===== config.mk =====
export PLATFORM = sky130hd
export DESIGN_NAME = instmem_loader
export DESIGN_NICKNAME = d
export VERILOG_FILES = /design/src/rtl/instmem_loader_pkg.sv /design/src/rtl/instmem_loader_byte_packer.sv /design/src/rtl/instmem_loader.sv
export SDC_FILE = /design/constraint.sdc
export NUM_CORES = 1
export LEC_CHECK = 0
export CORE_UTILIZATION = 45
export CTS_CLUSTER_SIZE = 16
export DETAILED_ROUTE_END_ITERATION = 8
export DONT_BUFFER_PORTS = 1
export SLEW_MARGIN = 0
export SYNTH_ARGS = -nofsm -noshare
export SYNTH_HDL_FRONTEND = slang
export SYNTH_SLANG_ARGS = --single-unit

===== constraint.sdc =====
create_clock -name clk -period 4.55 [get_ports clk]
set_clock_uncertainty 0.05 [all_clocks]
set_input_delay 0.455 -clock clk [delete_from_list [all_inputs] [get_ports clk]]
set_output_delay 0.455 -clock clk [all_outputs]
set_load 0.1 [all_outputs]

===== src/rtl/instmem_loader_pkg.sv =====
// rtl/instmem_loader_pkg.sv - shared constants and loader state encoding
package instmem_loader_pkg;

  localparam int MEM_DEPTH    = 2048;
  localparam int ISR_DEPTH    = 2048;
  localparam int MEM_WIDTH    = 16;
  localparam int PC_ADDR_BITS = 11;

  typedef enum logic [1:0] {
    IDLE    = 2'd0,
    RECV_LO = 2'd1,
    RECV_HI = 2'd2,
    FINISH  = 2'd3
  } loader_state_t;

endpackage


===== src/rtl/instmem_loader_byte_packer.sv =====
// rtl/instmem_loader_byte_packer.sv - byte handshake and little-endian halfword assembly
module instmem_loader_byte_packer
  import instmem_loader_pkg::*;
(
  input  logic          clk,
  input  logic          rst,
  input  loader_state_t state,
  input  logic [7:0]    byte_data,
  input  logic          byte_valid,
  output logic          byte_ready,
  output logic          lo_taken,
  output logic          hw_valid,
  output logic [15:0]   hw_data
);

  logic [7:0] lo_byte;
  logic       xfer;

  assign byte_ready = (state == RECV_LO) || (state == RECV_HI);
  assign xfer       = byte_valid && byte_ready;
  assign lo_taken   = xfer && (state == RECV_LO);
  assign hw_valid   = xfer && (state == RECV_HI);
  // High byte goes straight through so the write can be registered on this edge.
  assign hw_data    = {byte_data, lo_byte};

  always_ff @(posedge clk) begin
    if (rst) begin
      lo_byte <= 8'h00;
    end else if (lo_taken) begin
      lo_byte <= byte_data;
    end
  end

endmodule


===== src/rtl/instmem_loader.sv =====
// rtl/instmem_loader.sv - byte-stream downloader into main or ISR instruction memory
module instmem_loader
  import instmem_loader_pkg::*;
#(
  parameter int ADDR_BITS = PC_ADDR_BITS,
  parameter int HW_WIDTH  = MEM_WIDTH
) (
  input  logic                 clk,
  input  logic                 rst,
  input  logic                 load_start,
  input  logic                 load_isr,
  input  logic [ADDR_BITS-1:0] load_base,
  input  logic [ADDR_BITS:0]   load_len,
  input  logic [7:0]           byte_data,
  input  logic                 byte_valid,
  output logic                 byte_ready,
  output logic                 wr_en_prog,
  output logic                 wr_en_isr,
  output logic [ADDR_BITS-1:0] wr_addr,
  output logic [HW_WIDTH-1:0]  wr_data,
  output logic                 busy,
  output logic                 done,
  output logic                 error,
  output logic [15:0]          checksum
);

  localparam logic [ADDR_BITS+1:0] LIMIT = (ADDR_BITS+2)'(1) << ADDR_BITS;

  loader_state_t          state, next_state;
  logic                   target_isr;
  logic [ADDR_BITS-1:0]   base;
  logic [ADDR_BITS:0]     len;
  logic [ADDR_BITS:0]     count;
  logic [ADDR_BITS:0]     count_inc;
  logic [ADDR_BITS+1:0]   end_addr;
  logic                   over;
  logic                   accept;
  logic                   reject;
  logic                   lo_taken;
  logic                   hw_valid;
  logic [15:0]            hw_data;

  instmem_loader_byte_packer u_packer (
    .clk        (clk),
    .rst        (rst),
    .state      (state),
    .byte_data  (byte_data),
    .byte_valid (byte_valid),
    .byte_ready (byte_ready),
    .lo_taken   (lo_taken),
    .hw_valid   (hw_valid),
    .hw_data    (hw_data)
  );

  // Computed two bits wider than an address so base + len cannot wrap.
  assign end_addr  = {2'b00, load_base} + {1'b0, load_len};
  assign over      = end_addr > LIMIT;
  assign count_inc = count + {{ADDR_BITS{1'b0}}, 1'b1};

  assign busy = (state != IDLE);
  assign done = (state == FINISH);

  always_comb begin
    next_state = state;
    accept     = 1'b0;
    reject     = 1'b0;
    case (state)
      IDLE: begin
        if (load_start) begin
          if (over) begin
            reject = 1'b1;
          end else begin
            accept     = 1'b1;
            next_state = (load_len == '0) ? FINISH : RECV_LO;
          end
        end
      end
      RECV_LO: if (lo_taken) next_state = RECV_HI;
      RECV_HI: if (hw_valid) next_state = (count_inc == len) ? FINISH : RECV_LO;
      FINISH:  next_state = IDLE;
      default: next_state = IDLE;
    endcase
  end

  always_ff @(posedge clk) begin
    if (rst) begin
      state      <= IDLE;
      target_isr <= 1'b0;
      base       <= '0;
      len        <= '0;
      count      <= '0;
      checksum   <= 16'h0000;
      wr_en_prog <= 1'b0;
      wr_en_isr  <= 1'b0;
      wr_addr    <= '0;
      wr_data    <= '0;
      error      <= 1'b0;
    end else begin
      state      <= next_state;
      error      <= reject;
      wr_en_prog <= 1'b0;
      wr_en_isr  <= 1'b0;
      if (accept) begin
        target_isr <= load_isr;
        base       <= load_base;
        len        <= load_len;
        count      <= '0;
        checksum   <= 16'h0000;
      end
      if (hw_valid) begin
        wr_data    <= hw_data;
        wr_addr    <= base + count[ADDR_BITS-1:0];
        wr_en_isr  <= target_isr;
        wr_en_prog <= !target_isr;
        checksum   <= checksum + hw_data;
        count      <= count_inc;
      end
    end
  end

endmodule


==> qor.yml <==
sta:
  tightest_slew_ps: 1180
  setup_ws_ps: 1140
  report.final.hold_viol_count: 0
  tns_ps: 0
  fmax_mhz: 293
  setup_viol: 0
  post-route-min-period_ps: 3410
  grt_setup_unrepaired: "false"
  slew_headroom_pct: 20.8
  maxSlewViolCount: 0
  final.period_utilization_pct: 75.0
worst_setup_path:
  worstReg2RegEnd: "checksum[14]$_SDFFE_PP0P_"
  regToRegStartpoint: "checksum[0]$_SDFFE_PP0P_"
  critPathRequiredTime_ps: 4690
  cp_slowest_cell: "nand3_2"
  reg2regPathDepth: 12
  worstPathCellList: "ha_1 -> fa_1 -> a211o_1 -> a21oi_1 -> mux2_2 -> nor4_4 -> a41oi_2 -> o31ai_4 -> nand4_1 -> nand3_2 -> a31oi_1"
  crit_buf_inv: 0
  reg2reg_slack_ps: 1600
  critPathTopFamily: "compound AO/OA/AOI/OAI gates"
  critPathMaxFanout: 27
  critical_path.max_stage_delay_ps: 470
  critPathKind: "input port to flop"
  start_kind: "input port"
  critPathCaptureType: "flop"
  cp.arrival_ps: 3560
min_path:
  min_to: "wr_addr[8]$_SDFFE_PP0P_"
  min_path_cells: 1
  min_path_type: "input port to flop"
  hp-start: "rst"
clocking:
  path_clk_slew_ps: 70
  cts_tree: "done"
  postCtsSetupRepairBufs: 0
  insertion_delay_ps: 340
  ctsHoldBuffers: 0
  cts-root-buf: "clkbuf_16"
  cts_made_buffers: 9
  clkSinkCount: 92
  h-tree-depth: 3
  post_cts_resized: 0
  cts_buffer_depth: 2
logic_synthesis:
  synthMostInstantiatedCell: "dfxtp_1"
  ys.flop_type: "dfxtp_1"
  seq_area_frac_synth_pct: 34.5
  async_reset_ff_share_pct: 0
  ys_ff_latch: 92
  postSynthAreaPerCell_um2: 8.50
  synthTopCellsByCount: "dfxtp_1 (92), nand2_1 (70), nor2_1 (68)"
  netlist_area_mm2: 0.00535
  netlist.top_cell.by_area: "dfxtp_1"
  synth_cells: 629
  synth_cell_type_count: 66
  yosysTopAreaCellShare_pct: 34.5
  synth_edf_count: 0
  syn_nets: 710
  ys_warn_count: 0
  synth_area_leaders: "dfxtp_1 (34%), ha_1 (9.8%), mux2i_1 (6.6%), nand2_1 (4.9%), xnor2_1 (4.9%)"
place:
  io_buffers: 0
  place.gp.congestion: 0.851
  dp_hpwl_mm: 9.82
  place_inst: 759
  dpl_cell_area_mm2: 0.00549
  place_ws_ps: 822
run:
  drv_cap: 0
power_and_ir_drop:
  powerDensity_mw_per_mm2: 406
  p_total_uw: 2360
  p_leak_uw: 0.00244
  peakVddDrop_uv: 384
detailed_routing:
  vias: 4342
  via_per_inst: 5.60
  drtPass1Iterations: 6
  detail-route-antenna-nets: 0
  drcViolationCount: 10
  drt_iter0_drc: 290
  routedWlPerCell_um: 17.0
  totalWireLength_mm: 13.2
final_layout:
  syn_to_final_growth_pct: 8.68
  final_area_mm2: 0.00581
  antenna_cells: 0
  final_nets: 708
  drive_above_1_share_pct: 6.65
  final_cells: 775
grt:
  grt_pass1_vias: 4137
  gr-total-overflow: 0
  grt_max_degree: 66
  antenna_found_initial: 0
  grt_usage_pct: 22.0
  grt_pass1_wl_mm: 21.3
floorplanning:
  fp.dieH_um: 111
  ios: 85
  die_area_mm2: 0.0123
  core_mm2: 0.0115
  rows: 39
  start_util_pct: 46.4
  fp.dieW_um: 111
status:
  status: "complete, but fails checks"
  failed_checks: "DRC"
[report_power, final]
part,leakage (µW),switching [µW],internal (µW)
logic,0.00154,368,201
clock network,0.000154,325,463
registers,0.000744,144,858
total,0.00244,837,1520
[placed cells by master, fill, tap and decap left out, drive strengths merged, types with 11 or more instances in the layout]
cell,instances
dfxtp,92
nand2,71
nor2,68
a21oi,48
ha,42
inv,39
mux2i,35
xnor2,30
o21ai,21
nand3,17
a31oi,15
xor2,15
o22ai,14
buf,13
clkbuf,11
[how the worst max path moves through the flow]
stage / cells after the start / slack (ps) / start / to
global route: 11 / 930 / load_base[0] / checksum[6]$_SDFFE_PP0P_
detailed placement: 11 / 820 / load_base[0] / checksum[5]$_SDFFE_PP0P_
finish: 11 / 1140 / load_base[0] / count[7]$_SDFFE_PP0P_
global placement: 11 / 860 / load_base[0] / checksum[9]$_SDFFE_PP0P_
CTS: 11 / 1170 / load_base[0] / count[7]$_SDFFE_PP0P_
floorplan: 11 / 1010 / load_base[0] / state[1]$_SDFFE_PP0P_
[state kept, by name, summed over array words and instances, names as in the netlist]
signal and count:
target_isr 1, checksum 16, wr_data 16, wr_en_prog 1, wr_en_isr 1, wr_addr 11, state 2, error 1
count 12, base 11, len 12, u_packer.lo_byte 8
[through the flow]
stage / utilization [%] / hold slack [ps]
finish: 50.4 / 124
global route: 50.4 / 115
CTS: 50.4 / 113
detailed placement: 47.7 / 390
global placement: 47.7 / 384
floorplan: - / 356
[metal layers]
layer,part of all wire [%],vias to the layer above,GRT usage [%]
met2,45,100,35.1
met3,5.1,17,4.70
met5,0,-,0
met1,48,2019,29.3
li1,-,2206,-
met4,1.8,0,7.76
[logic make-up (layout without fill, tap and decap cells)]
logic type	Yosys count	in the layout	synth area share (%)
AND/OR/NAND/NOR	206	206	17.9
AO/OA/AOI/OAI	141	141	17.2
flip-flops	92	92	34.5
buffers and inverters	63	66	5.06
adder cells (fa/ha/maj)	45	45	11.0
XOR/XNOR	45	45	7.37
multiplexers	37	37	7.05
[area by class of cell]
class / count / area (µm²)
tap: 143 / 179
clock buffer: 11 / 253
fill: 1103 / 5710
sequential: 92 / 1840
timing repair buffer: 13 / 97.6
multi-input combinational: 474 / 3230
inverter: 37 / 139
clock inverter: 5 / 66.3
No activity file was read; power rests on OpenSTA's default activity.
